File: config.mk
export PLATFORM = sky130hd
export DESIGN_NAME = pipeline_control_unit
export DESIGN_NICKNAME = d
export VERILOG_FILES = /design/src/rtl/pipeline_control_unit.sv
export SDC_FILE = /design/constraint.sdc
export NUM_CORES = 1
export LEC_CHECK = 0
export CAP_MARGIN = 0
export CORE_ASPECT_RATIO = 0.6
export CORE_MARGIN = 5
export CORE_UTILIZATION = 40
export CTS_BUF_LIST = sky130_fd_sc_hd__clkbuf_16
export DETAILED_ROUTE_END_ITERATION = 10
export PLACE_DENSITY_LB_ADDON = 0.1
export SLEW_MARGIN = 40
export SYNTH_ARGS = -nofsm -noshare
export SYNTH_HDL_FRONTEND = slang
export SYNTH_SLANG_ARGS = --single-unit
File: constraint.sdc
create_clock -name clk -period 4 [get_ports clk]
set_input_delay 0.4 -clock clk [delete_from_list [all_inputs] [get_ports clk]]
set_output_delay 0.4 -clock clk [all_outputs]
set_load 0.01 [all_outputs]
File: src/rtl/pipeline_control_unit.sv
// ID-stage control unit: decodes the ID opcode into a registered EX control word and
// steers PC/IF enables, branch redirect, IF flush, load-use stalls, memory freeze and HALT.
module pipeline_control_unit #(
  parameter int unsigned ALU_OPW      = 3,
  parameter int unsigned RAW          = 4,
  parameter int unsigned FLUSH_CYCLES = 1,
  localparam int unsigned OPW         = 3 + ALU_OPW
) (
  input  logic               clk,
  input  logic               reset,
  input  logic [OPW-1:0]     opcode,
  input  logic [RAW-1:0]     id_rs_a,
  input  logic [RAW-1:0]     id_rs_b,
  input  logic               id_use_a,
  input  logic               id_use_b,
  input  logic [RAW-1:0]     id_rd,
  input  logic               z,
  input  logic               s,
  input  logic               mem_ready,
  input  logic               resume,
  output logic               we3,
  output logic               we_flags,
  output logic               s_mem_in,
  output logic               s_addr,
  output logic               read,
  output logic               write,
  output logic [1:0]         s_wd3,
  output logic [ALU_OPW-1:0] op_alu,
  output logic               s_pc,
  output logic               flush_if,
  output logic               enable_pc,
  output logic               enable_if,
  output logic               stall,
  output logic               halted
);

  localparam int unsigned CW = (FLUSH_CYCLES > 1) ? $clog2(FLUSH_CYCLES) : 1;

  typedef enum logic [1:0] {RUN, FLUSH, HALTED} state_t;

  typedef struct packed {
    logic               we3;
    logic               we_flags;
    logic               s_mem_in;
    logic               s_addr;
    logic               read;
    logic               write;
    logic [1:0]         s_wd3;
    logic [ALU_OPW-1:0] op_alu;
    logic [RAW-1:0]     rd;
  } ex_t;

  state_t        state, state_nx;
  ex_t           ex, ex_nx, dec;
  logic [CW-1:0] cnt, cnt_nx;
  logic          halted_nx;
  logic          is_halt, jump_taken;
  logic          mem_wait, load_use;

  logic [2:0]         cls;
  logic [ALU_OPW-1:0] sub;
  logic [2:0]         sub3;

  assign cls  = opcode[OPW-1:OPW-3];
  assign sub  = opcode[OPW-4:0];
  assign sub3 = opcode[OPW-4:OPW-6];

  assign mem_wait = (ex.read | ex.write) & ~mem_ready;
  assign load_use = ex.read & ((id_use_a && (id_rs_a == ex.rd)) ||
                               (id_use_b && (id_rs_b == ex.rd)));

  // Opcode decode into an EX control word plus halt / jump-taken flags
  always_comb begin
    dec        = '0;
    dec.rd     = id_rd;
    is_halt    = 1'b0;
    jump_taken = 1'b0;
    case (cls)
      3'b000: is_halt = (sub == ALU_OPW'(1));
      3'b111: begin
        dec.we3      = 1'b1;
        dec.we_flags = 1'b1;
        dec.op_alu   = sub;
      end
      3'b110: begin
        case (sub3)
          3'b000:  jump_taken = 1'b1;
          3'b001:  jump_taken = ~s & ~z;
          3'b010:  jump_taken = ~z;
          3'b011:  jump_taken = z;
          default: jump_taken = 1'b0;
        endcase
      end
      3'b101: begin
        casez (sub3)
          3'b00?: begin
            dec.s_wd3 = 2'b01;
            dec.we3   = 1'b1;
          end
          3'b010: begin
            dec.s_addr = 1'b1;
            dec.write  = 1'b1;
          end
          3'b011: begin
            dec.s_wd3  = 2'b10;
            dec.s_addr = 1'b1;
            dec.read   = 1'b1;
            dec.we3    = 1'b1;
          end
          default: begin
            dec.s_wd3 = 2'b10;
            dec.read  = 1'b1;
            dec.we3   = 1'b1;
          end
        endcase
      end
      3'b100: begin
        dec.write    = 1'b1;
        dec.s_mem_in = sub3[2];
      end
      default: dec = dec;
    endcase
  end

  // State, EX register, flush counter and halted flag
  always_ff @(posedge clk) begin
    if (reset) begin
      state  <= RUN;
      ex     <= '0;
      cnt    <= '0;
      halted <= 1'b0;
    end else begin
      state  <= state_nx;
      ex     <= ex_nx;
      cnt    <= cnt_nx;
      halted <= halted_nx;
    end
  end

  // Next state; a memory wait freezes everything, including the flush counter
  always_comb begin
    state_nx  = state;
    ex_nx     = ex;
    cnt_nx    = cnt;
    halted_nx = halted;
    case (state)
      RUN: begin
        if (mem_wait) begin
          ex_nx = ex;
        end else if (load_use) begin
          ex_nx = '0;
        end else if (is_halt) begin
          ex_nx     = '0;
          halted_nx = 1'b1;
          state_nx  = HALTED;
        end else if (jump_taken) begin
          ex_nx = '0;
          if (FLUSH_CYCLES > 1) begin
            state_nx = FLUSH;
            cnt_nx   = CW'(FLUSH_CYCLES - 1);
          end
        end else begin
          ex_nx = dec;
        end
      end
      FLUSH: begin
        if (!mem_wait) begin
          ex_nx  = '0;
          cnt_nx = cnt - CW'(1);
          if (cnt == CW'(1)) state_nx = RUN;
        end
      end
      HALTED: begin
        ex_nx = '0;
        if (resume) begin
          halted_nx = 1'b0;
          state_nx  = RUN;
        end
      end
      default: state_nx = RUN;
    endcase
  end

  // Pipeline control; the resume cycle advances IF/ID so the HALT is not re-decoded
  always_comb begin
    s_pc      = 1'b0;
    flush_if  = 1'b0;
    enable_pc = 1'b0;
    enable_if = 1'b0;
    stall     = 1'b0;
    if (!reset) begin
      case (state)
        RUN: begin
          if (mem_wait || load_use) begin
            stall = 1'b1;
          end else if (!is_halt) begin
            enable_pc = 1'b1;
            enable_if = 1'b1;
            s_pc      = jump_taken;
            flush_if  = jump_taken;
          end
        end
        FLUSH: begin
          if (mem_wait) begin
            stall = 1'b1;
          end else begin
            flush_if  = 1'b1;
            enable_pc = 1'b1;
            enable_if = 1'b1;
          end
        end
        HALTED: begin
          enable_pc = resume;
          enable_if = resume;
        end
        default: stall = 1'b0;
      endcase
    end
  end

  assign we3      = ex.we3;
  assign we_flags = ex.we_flags;
  assign s_mem_in = ex.s_mem_in;
  assign s_addr   = ex.s_addr;
  assign read     = ex.read;
  assign write    = ex.write;
  assign s_wd3    = ex.s_wd3;
  assign op_alu   = ex.op_alu;

endmodule

* After elaboration in Yosys (flattened, before gate mapping)
Index checks and enable logic that the tools add are counted.
** Cells by class
- Reduce and logical (&&, ||, !) cells :: 16
- Mux-type cells :: 48
- Add/subtract/negate cells :: 1
- Equal/unequal tests :: 17
- Bitwise operators :: 8
** Operators with widths (count)
- $mux W15 :: 5
- $pmux W15 S3 :: 1
- $mux W1 :: 24
- $mux W2 :: 8
- $eq A3 B3 Y1 const B :: 4
- $ne A2 B2 Y1 const B :: 6
- $pmux W1 S2 :: 5
- $eq A4 B4 Y1 :: 2
- $eq A3 B2 Y1 const B :: 2
- $logic_not A3 Y1 :: 2
- $pmux W2 S3 :: 1
- $reduce_and A6 Y1 :: 1
- $reduce_and A5 Y1 :: 1
- $logic_not A2 Y1 :: 2
- $not A1 Y1 :: 4
- $pmux W1 S4 :: 1
- $pmux W2 S2 :: 1
- $reduce_or A2 Y1 :: 2
- $and A1 B1 Y1 :: 3
- $eq A3 B1 Y1 const B :: 1
- $mux W3 :: 1
- $pmux W1 S3 :: 1
- $reduce_and A3 Y1 :: 1
- $reduce_bool A3 Y1 :: 1
- other kinds (8) :: 10
** Storage, ports and cells
- Word-level logic and storage cells :: 102
- Input bits :: 26
- Output and inout bits :: 17
- Flip-flop bits (word level) :: 19

* Longest topological paths before layout
- Depth after elaboration :: 9
- Depth in mapped cells :: 7
- Depth with buffers taken out :: 5

* Worst setup path before layout
OpenSTA, ideal clock, no wires.
- Kind :: reg-to-output
- From :: register, netlist name s_wd3[1]
- To :: output s_pc
- Slack :: 1.979 ns
- Stages on the path, launching flop included :: 6
- Data required time :: 3.600 ns
- Buffers on the path :: 1
- Arrival :: 1.621 ns
- Cells stage by stage :: dfxtp_1 o21bai_2 nor3b_4 nand2_1 nor4_1 buf_4
** RTL lines
- to (decl) :: RTL line 29 : output logic s_pc,

* Worst setup path in the final report
- From :: input mem_ready
- To :: output s_pc
** On the way
- Longest elaborated chain between the ends :: 6
** RTL lines
- from (decl) :: RTL line 19 : input logic mem_ready,
- $not A1 Y1 :: RTL line 68 : assign mem_wait = (ex.read | ex.write) & ~mem_ready;
- $and A1 B1 Y1 :: RTL line 68
- $logic_or A1 B1 Y1 :: RTL line 194 : if (mem_wait || load_use) begin
- $mux W1 :: RTL line 194
- $mux W1 :: RTL line 192 : case (state)
- $mux W1 :: RTL line 191 : if (!reset) begin
No other way between the ends.

==> summary.txt <==
Worst-Skew Late Latency = 240 ps
WL per Instance = 14.6 um
DRC = 0
Mapped Area = 905 um2
num ports = 43
hold depth = 2
crit start category = input pin
uppermost layer routed = met3
die area = 3340 um2
Arrival @ worst endpoint = 2650 ps
global-route wire length before repair = 3.87 mm
M1 WL = 1.21 mm
H-tree depth = 1
vias in the first global route = 813
Total Wirelength = 2.43 mm
Seq cells post-synth = 15
relative slew slack = 0.605
largest net degree at the start of global routing = 15
metal3 WL = 171 um
Post-synth EDFFs = 0
routed vias/inst = 5.16
cts repair resizes = 0
global route total overflow = 0
post-DP HPWL = 1.86 mm
total global-route track usage = 0.151
Lkg Pwr = 0.000474 uW
initial drt markers = 31
f_max = 0.328 GHz
dpl cells = 162
synthesis-to-finish area growth = 51.2%
Setup CP Type = in2out
clock buffer depth = 2
final setup vio count = 0
Clock Pin Slew Worst Setup and Hold Paths = 50 ps
Routed Antenna Nets = 0
TritonRoute pass-1 iters = 4
clock skew = 1.15 ps
Register-to-Register Path Depth = 4
Root Buffer Master = clkbuf_16
Slowest-stage cell, CP = clkdlybuf4s50_1
pwr dens = 315 nW/um2
Total Nets Final = 163
status = completed
Final min period = 3050 ps
RSZ-0062 raised after global routing = no
via count = 857
worst vdd rail ir drop = 0.000184 V
layout cell share with drive strength beyond 1 = 0.103
CTS Hold Bufs = 0
sequential cell area fraction in the yosys report = 0.332
Final Non-Filler Cells = 166
RePlAce Congestion = 0.768
largest stage delay on the critical path = 610 ps
Max-Cap Viols = 0
Core Region = 2160 um2
crit end category = output port
syn nets = 127
Filler Cells Inserted = 201
Post-synth top flop = dfxtp_1
initial core utilization = 0.418
setup tns final = 0 ps
most used cell, CP = clkdlybuf4s50_1
Die Y = 46.8 um
final slew viol count = 0
post-synth cell types = 35
Port-buffer cells = 42
met2 WL = 1.05 mm
Syn Inst Count = 101
CP Cell Sequence = clkdlybuf4s50_1 -> o21bai_2 -> nor3b_4 -> nand2_1 -> nor4_1 -> clkdlybuf4s50_1
asr flop ratio synth = 0
WP data required = 3600 ps
CTS tree = done
Hold Violations, Final = 0
Core Rows = 13
final critical-path share of the clock period = 0.762
maximum fanout along the worst path = 12
Hold Crit Class = reg2reg
number of diodes = 0
cts bufs inserted = 3
Worst Max-Slew Pin Slew = 593 ps
initial antenna violation count = 0
setup bufs post-CTS = 0
Mean Syn Cell Area = 8.96 um2
clock tree sinks = 15
Syn. warnings = 0
Die Width = 71.4 um
==> Yosys cell counts (2+ instances only) <==
cell	number	area [um2]
dfxtp_1	15	300
nand2_1	14	52.6
buf_4	7	52.6
o21ai_0	7	35.0
nand4_1	5	31.3
xor2_1	5	43.8
a32o_1	4	40.0
xnor2_1	4	35.0
buf_6	3	33.8
nand3_1	3	15.0
nor2_1	3	11.3
o31ai_2	3	37.5
and2_1	2	12.5
inv_1	2	7.51
nand2b_1	2	12.5
nand4b_1	2	17.5
o21ai_1	2	10.0
==> kinds of logic after synthesis <==
| kind of cell | Yosys count | synth area share |
|---|---|---|
| AO/OA/AOI/OAI | 25 | 0.227 |
| AND/OR/NAND/NOR | 38 | 0.242 |
| buffers and inverters | 14 | 0.112 |
| flip-flops | 15 | 0.332 |
| XOR/XNOR | 9 | 0.0871 |
==> flip-flops by register name, summed over array words and instances, names as in the netlist <==
signal / count
ex: 4
halted: 1
op_alu: 3
s_addr: 1
s_mem_in: 1
s_wd3: 2
we3: 1
we_flags: 1
write: 1
==> stage by stage <==
stage          total power, uW  instance area [um2]  setup slack (ps)  hold WS [ps]   util
2_1_floorplan              198                  905              1980           426      -
3_3_place_gp               236                 1270              1000           440  0.588
3_5_place_dp               238                 1280              1010           448  0.592
4_1_cts                    435                 1360               970           459  0.629
5_1_grt                    447                 1370               748           485  0.632
6_report                   430                 1370               950           450  0.632
==> per-layer routing <==
layer	GRT usage	up-vias
li1	-	431
met1	0.210	400
met2	0.226	26
met3	0.0534	0
met4	0.0337	0
met5	0	-
==> worst max-delay path: cells and delay by family <==
| kind | cells | cell delay [ps] |
|---|---|---|
| AOI/OAI and AO/OA | 1 | 170 |
| buffers and inverters | 2 | 1070 |
| and+or+nand+nor | 3 | 1010 |
==> path summary, 6_finish.rpt <==
path,slack (ps),from,end
min reg2reg,450,op_alu[1],op_alu[1]
min,450,op_alu[1],op_alu[1]
max,950,mem_ready,s_pc
max reg2reg,2300,s_wd3[1],ex[2]
==> where the power goes <==
group	leakage (uW)	internal, uW	switching [uW]
logic	0.000311	44.5	31.8
clock network	0.0000409	133	60.4
registers	0.000122	155	5.32
total	0.000474	333	97.5
==> layout make-up <==
| cell class | count | area, um2 | share of cell area |
|---|---|---|---|
| timing repair buffer | 42 | 420 | 0.307 |
| clock buffer | 3 | 75.1 | 0.0549 |
| clock inverter | 1 | 5.00 | 0.00366 |
| multi-input combinational | 72 | 518 | 0.379 |
| tap | 30 | 37.5 | 0.0274 |
| inverter | 3 | 11.3 | 0.00823 |
| sequential | 15 | 300 | 0.220 |
==> cell usage in the layout (no fill, tap or decap), drive strengths merged <==
cell type	n
clkdlybuf4s50	42
dfxtp	15
nand2	14
o21ai	9
xor2	5
nand4	5
xnor2	4
a32o	4
o31ai	4
nand3	3
nor2	3
clkbuf	3
inv	3
nand2b	2
and2	2
nand4b	2
nor3	2
nor4	2
o31a	1
o21bai	1
a211oi	1
nor3b	1
o22ai	1
o311ai	1
and2b	1
o211a	1
nor2b	1
a21oi	1
o32ai	1
clkinv	1
No activity file was read; power rests on OpenSTA's default activity.
